<file path="src/rtl/if_id_queue.sv">
`default_nettype none
// ============================================================================
// Module      : if_id_queue
// Description : Fetch-to-decode instruction FIFO that absorbs decode stalls,
//               back-pressures fetch when full and presents NOP when empty.
// Revision    : 1.0 - initial release
// ============================================================================
module if_id_queue #(
  parameter int          DEPTH    = 2,
  parameter logic [31:0] NOP_WORD = 32'h7800_0000
) (
  input  logic        clk,
  input  logic        rst,
  input  logic        fetch_valid,
  input  logic [31:0] fetch_instr,
  input  logic [31:0] fetch_pc,
  output logic        fetch_stall,
  input  logic        dec_stall,
  input  logic        flush,
  output logic        dec_valid,
  output logic [31:0] dec_instr,
  output logic [31:0] dec_pc,
  output logic [15:0] bubble_cnt
);

  localparam int c_cnt_w = $clog2(DEPTH + 1);
  localparam int c_ptr_w = $clog2(DEPTH);
  localparam logic [c_ptr_w-1:0] c_last_ptr = c_ptr_w'(DEPTH - 1);
  localparam logic [c_cnt_w-1:0] c_full_cnt = c_cnt_w'(DEPTH);

  logic [31:0]        r_mem_instr [DEPTH];
  logic [31:0]        r_mem_pc    [DEPTH];
  logic [c_ptr_w-1:0] r_rd_ptr;
  logic [c_ptr_w-1:0] r_wr_ptr;
  logic [c_cnt_w-1:0] r_count;
  logic [15:0]        r_bubble_cnt;

  logic w_full;
  logic w_empty;
  logic w_push;
  logic w_pop;
  logic w_bubble;

  assign w_full   = (r_count == c_full_cnt);
  assign w_empty  = (r_count == '0);
  assign w_push   = fetch_valid && !w_full && !flush;
  assign w_pop    = dec_valid && !dec_stall && !flush;
  assign w_bubble = w_empty && !dec_stall && !flush;

  // fetch_stall depends on the registered count only, never on dec_stall/flush
  assign fetch_stall = w_full;

  assign dec_valid  = !w_empty && !flush;
  assign dec_instr  = dec_valid ? r_mem_instr[r_rd_ptr] : NOP_WORD;
  assign dec_pc     = dec_valid ? r_mem_pc[r_rd_ptr]    : 32'h0;
  assign bubble_cnt = r_bubble_cnt;

  always_ff @(posedge clk) begin
    if (rst) begin
      r_rd_ptr <= '0;
      r_wr_ptr <= '0;
      r_count  <= '0;
    end else if (flush) begin
      r_rd_ptr <= '0;
      r_wr_ptr <= '0;
      r_count  <= '0;
    end else begin
      // Pointers wrap explicitly so non-power-of-two depths work
      if (w_push) begin
        r_wr_ptr <= (r_wr_ptr == c_last_ptr) ? '0 : r_wr_ptr + 1'b1;
      end
      if (w_pop) begin
        r_rd_ptr <= (r_rd_ptr == c_last_ptr) ? '0 : r_rd_ptr + 1'b1;
      end
      r_count <= r_count + c_cnt_w'(w_push) - c_cnt_w'(w_pop);
    end
  end

  // Storage is never cleared; validity is tracked by the count alone
  always_ff @(posedge clk) begin
    if (!rst && w_push) begin
      r_mem_instr[r_wr_ptr] <= fetch_instr;
      r_mem_pc[r_wr_ptr]    <= fetch_pc;
    end
  end

  always_ff @(posedge clk) begin
    if (rst) begin
      r_bubble_cnt <= '0;
    end else if (w_bubble && (r_bubble_cnt != 16'hFFFF)) begin
      r_bubble_cnt <= r_bubble_cnt + 16'd1;
    end
  end

endmodule
`default_nettype wire

</file>
<file path="config.mk">
export PLATFORM = sky130hd
export DESIGN_NAME = if_id_queue
export DESIGN_NICKNAME = d
export VERILOG_FILES = /design/src/rtl/if_id_queue.sv
export SDC_FILE = /design/constraint.sdc
export NUM_CORES = 1
export LEC_CHECK = 0
export BUFFER_PORTS_ARGS = -buffer_cell sky130_fd_sc_hd__buf_2
export CAP_MARGIN = 30
export CORE_MARGIN = 2
export CORE_UTILIZATION = 35
export CTS_CLUSTER_DIAMETER = 100
export CTS_CLUSTER_SIZE = 28
export DETAILED_ROUTE_END_ITERATION = 6
export PLACE_DENSITY_LB_ADDON = 0.2
export SLEW_MARGIN = 20
export SYNTH_ARGS = -nofsm -noshare
export SYNTH_HDL_FRONTEND = slang
export SYNTH_SLANG_ARGS = --single-unit
</file>
<file path="constraint.sdc">
create_clock -name clk -period 18.91 [get_ports clk]
set_input_delay 0.9455 -clock clk [delete_from_list [all_inputs] [get_ports clk]]
set_output_delay 0.9455 -clock clk [all_outputs]
set_load 0.03 [all_outputs]
</file>
# Word-level counts from Yosys, hierarchy flattened
# Memory sizes are Yosys's and may differ from the RTL's. A register that Yosys moved wholly into a read port is not among the register bits.
# Index checks and enable logic that the tools add are counted.
[word_totals] register_bits=20 mem_bits_rw=128 output_inout_bits=82 n_memories=2
[classes] n_addsub=5 eq_ne=2 n_mux=10 reduce_logical=16
[mem_list] memory="r_mem_instr" words=2 width=32 rd=1 rd_ports_with_merged_regs=1 wr=1 line_no="31" text="logic [31:0] r_mem_instr [DEPTH];"
[mem_list] memory="r_mem_pc" words=2 width=32 rd=1 rd_ports_with_merged_regs=1 wr=1 line_no="32" text="logic [31:0] r_mem_pc [DEPTH];"
[ops] operator="two-way mux 32 bit" count=2
[ops] operator="adder 16 x 1 -> 16 bit (second input constant)" count=1
[ops] operator="!= test 16 bit (second input constant)" count=1
[ops] operator="logical AND 1 bit" count=9
[ops] operator="two-way mux 1 bit" count=8
[ops] operator="logical NOT 1 bit" count=5
[ops] operator="adder 1 bit (second input constant)" count=2
[ops] operator="adder 2 x 1 -> 2 bit" count=1
[ops] operator="== test 2 bit (second input constant)" count=1
[ops] operator="logical NOT 2 bit" count=1
[ops] operator="OR reduction 2 bit" count=1
[ops] operator="subtractor 2 x 1 -> 2 bit" count=1

# Depth between registers and ports, before layout
[logic_depth] ltp_word=7 depth_mapped=9 ltp_nobuf=9

# Worst setup path before layout
# OpenSTA, ideal clock, no wires.
[synth_path] path_kind="input to register" startpoint="in rst" endpoint="mem r_mem_instr[1][0], enable pin" setup_time_ns=0.666 arrival_time_ns=7.958 required_ns=18.244 path_slack_ns=10.285 cell_stages=3 n_path_buf=2 path_cell_list="clkbuf_1 clkbuf_1 nor4b_1"
[synth_via] elab_chain_len=4
[synth_lines] item="from (decl)" line_no="13" text="input logic rst,"
[synth_lines] item="logical NOT 1 bit" line_no="81" text="if (!rst && w_push) begin"
[synth_lines] item="logical AND 1 bit" line_no="81"
[synth_lines] item="two-way mux 1 bit" line_no="81"
[synth_lines] item="two-way mux 1 bit (implied by the code)" line_no="82" text="r_mem_instr[r_wr_ptr] <= fetch_instr;"
[synth_lines] item="to (decl)" line_no="31"
# No other way between the ends.

# Worst setup path in the final report
[layout_path] startpoint="in flush" endpoint="out dec_instr[28]"
[layout_via] elab_chain_len=3
[layout_lines] item="from (decl)" line_no="19" text="input logic flush,"
[layout_lines] item="logical NOT 1 bit" line_no="53" text="assign dec_valid = !w_empty && !flush;"
[layout_lines] item="logical AND 1 bit" line_no="53"
[layout_lines] item="two-way mux 32 bit" line_no="54" text="assign dec_instr = dec_valid ? r_mem_instr[r_rd_ptr] : NOP_WORD;"
[layout_lines] item="to (decl)" line_no="21" text="output logic [31:0] dec_instr,"
# No other way between the ends.

==> results_dict.tcl <==
set metrics [dict create \
    status "finished clean" \
    clk_pin_slew_ns 0.05 \
    ir_worst_vdd_mv 0.0596 \
    grt_pass1_vias 3680 \
    place_ws_ns 15.54 \
    std_cell_rows 47 \
    required_ns 17.96 \
    fp.dieW_um 134 \
    switchingPower_mw 0.145 \
    initial_utilization_pct 35.7 \
    setup_violations 0 \
    slew_violations 0 \
    yosys.area.top_type "edfxtp_1" \
    syn_area_per_cell_um2 14.9 \
    clock_path_buffers 2 \
    synth_warnings 0 \
    track_usage_pct 14.2 \
    power.leakage_nw 2.78 \
    syn_inst 397 \
    antenna_found_initial 2 \
    clockPowerShare_pct 46.1 \
    ys_seq_area_share_pct 72.2 \
    synth_most_common_cell "edfxtp_1" \
    drt-total-wl_um 12300 \
    fin_ws_ns 15.56 \
    ys_ff_latch 149 \
    startpoint_type "input pin" \
    max_cap_viol_count 0 \
    post-route-min-period_ns 3.35 \
    synthTopCellsByArea "edfxtp_1 (65%), mux2i_1 (11%), dfxtp_1 (7.1%)" \
    pin_count 151 \
    via_per_inst 4.77 \
    cp-end-kind "output port" \
    coreArea_um2 16500 \
    worst_r2r_path_depth 9 \
    drc_errors 0 \
    fin_crit_sh_pct 17.7 \
    skew_ns 0.00804 \
    root_buffer "clkbuf_16" \
    num_vias 3735 \
    p_int_mw 0.591 \
    rsz0062_at_grt "no" \
    grt-ovfl-total 0 \
    antenna_left 0 \
    cts_setup_buffers 0 \
    finalHoldViolCount 0 \
    synthTopCellsByCount "edfxtp_1 (128), nor2_1 (70), mux2i_1 (64), dfxtp_1 (21)" \
    whs_path_depth 2 \
    die_y_um 134 \
    place.gp.congestion 0.732 \
    layout.nets 623 \
    grt_first_pass_wirelength_um 19300 \
    switching_share_pct 19.7 \
    worstPathMaxFanout 62 \
    die-area_um2 17900 \
    drt_iter0_drc 205 \
    htreeDepth 4 \
    synth_area_um2 5900 \
    worstHoldPathType "flip-flop to flip-flop" \
    power_frac_comb_pct 4.3 \
    cts_buffers 17 \
    power.density_nw_per_um2 98.0 \
    drive_gt1_share_pct 34.0 \
    postCtsResizedCells 0 \
    area_growth_pct 27.4 \
    synth.distinct_cells 37 \
    drt-pass1-iter-count 4 \
    clock_sinks 149 \
    slew_headroom_pct 39.8 \
    synth_top_area_share_pct 65.1 \
    cts_hold_buf 0 \
    clk_latency_ns 0.42 \
    dp_hpwl_um 7790 \
    crit_arrival_ns 2.41 \
    synth_fp_nets 469 \
    portBuffers 150 \
    grt_max_degree 65 \
    tns_ns 0 \
    path_class "input pin to output port" \
    tightestPinTransition_ns 0.902 \
    wire_per_inst_um 15.8 \
    max_freq_ghz 0.298 \
    seqPwrFrac_pct 49.6 \
    synth-async-reset-ratio_pct 0 \
    synth_edf_count 128 \
    cts_tree "yes" \
    synthFlopType "edfxtp_1" \
]
## sequential cells by signal, indices dropped and copies added, names as in the netlist, named ones only
name	cells
r_count	2
r_mem_instr	64
bubble_cnt	16
r_rd_ptr	1
r_mem_pc	64
r_wr_ptr	1
## logic make-up (layout without fill, tap and decap cells)
kind of cell | count (synthesis) | count (layout) | share of synthesized area (%)
DFF | 149 | 149 | 72.2
and+or+nand+nor | 126 | 126 | 10.8
muxes | 68 | 68 | 11.6
buffers and inverters | 24 | 189 | 1.76
AOI/OAI and AO/OA | 22 | 22 | 2.25
xor gates and xnor gates | 5 | 5 | 0.742
adders and majority gates | 3 | 3 | 0.636
other | 0 | 1 | 0
## routing by layer
metal  vias up  global-route usage [%]  wire [um]
met5         -                       0         13
met4         2                    6.80        252
met3        18                    4.54        791
met2       120                    22.8       5860
met1      1801                    17.3       5420
li1       1794                       -          -
## through the flow
| stage | cells | cell area (um^2) | util (%) | hold slack (ns) | power, mW |
|---|---|---|---|---|---|
| after floorplan | 397 | 5900 | - | 0.520 | 0.390 |
| after global routing | 782 | 7520 | 45.5 | 0.573 | 0.764 |
| after CTS | 782 | 7520 | 45.5 | 0.526 | 0.746 |
| after global placement | 751 | 6900 | 41.7 | 0.495 | 0.403 |
| final | 783 | 7520 | 45.5 | 0.528 | 0.737 |
| after detailed placement | 752 | 6930 | 41.9 | 0.520 | 0.404 |
## path summary, 6_finish.rpt
check	from	endpoint	slack, ns
worst max-delay path	flush	dec_instr[28]	15.56
worst min-delay path	bubble_cnt[10]	bubble_cnt[10]	0.53
worst min register to register	bubble_cnt[10]	bubble_cnt[10]	0.53
worst max register to register	r_count[0]	r_count[1]	16.62
## critical path, cell delays in order
cell and delay (ns):
buf_2 0.23, o21bai_4 0.16, buf_4 0.54, inv_1 0.21
nand2_1 0.10, buf_2 0.20
## cells in the final DEF (no fill, tap or decap), drive strengths merged
cell type	count
a21oi	10
a311oi	1
and3	5
and4	2
buf	155
bufinv	4
clkbuf	18
clkinv	6
clkinvlp	1
dfxtp	21
diode	1
edfxtp	128
ha	3
inv	5
mux2	4
mux2i	64
nand2	9
nand3	4
nand3b	1
nand4	5
nor2	70
nor2b	4
nor3	8
nor3b	1
nor4	7
nor4b	1
o2111ai	1
o21ai	4
o21bai	1
o31ai	5
or2	1
or3	2
or4	6
xnor2	3
xor2	2
## area by class of cell
type / count / area [um^2]
clock inverter: 12 / 161
antenna: 1 / 2.50
fill: 1490 / 9010
timing repair buffer: 155 / 808
tap: 220 / 275
multi-input combinational: 224 / 1560
clock buffer: 18 / 429
inverter: 4 / 15.0
sequential: 149 / 4270
## power groups by stage
stage | clock network (mW) | logic (mW) | registers [mW]
after global routing | 0.363 | 0.0351 | 0.365
after CTS | 0.348 | 0.0323 | 0.365
after detailed placement | 0 | 0.0322 | 0.372
after floorplan | 0 | 0.0167 | 0.373
final | 0.340 | 0.0318 | 0.365
after global placement | 0 | 0.0311 | 0.372
(Power assumes the default switching activity.)
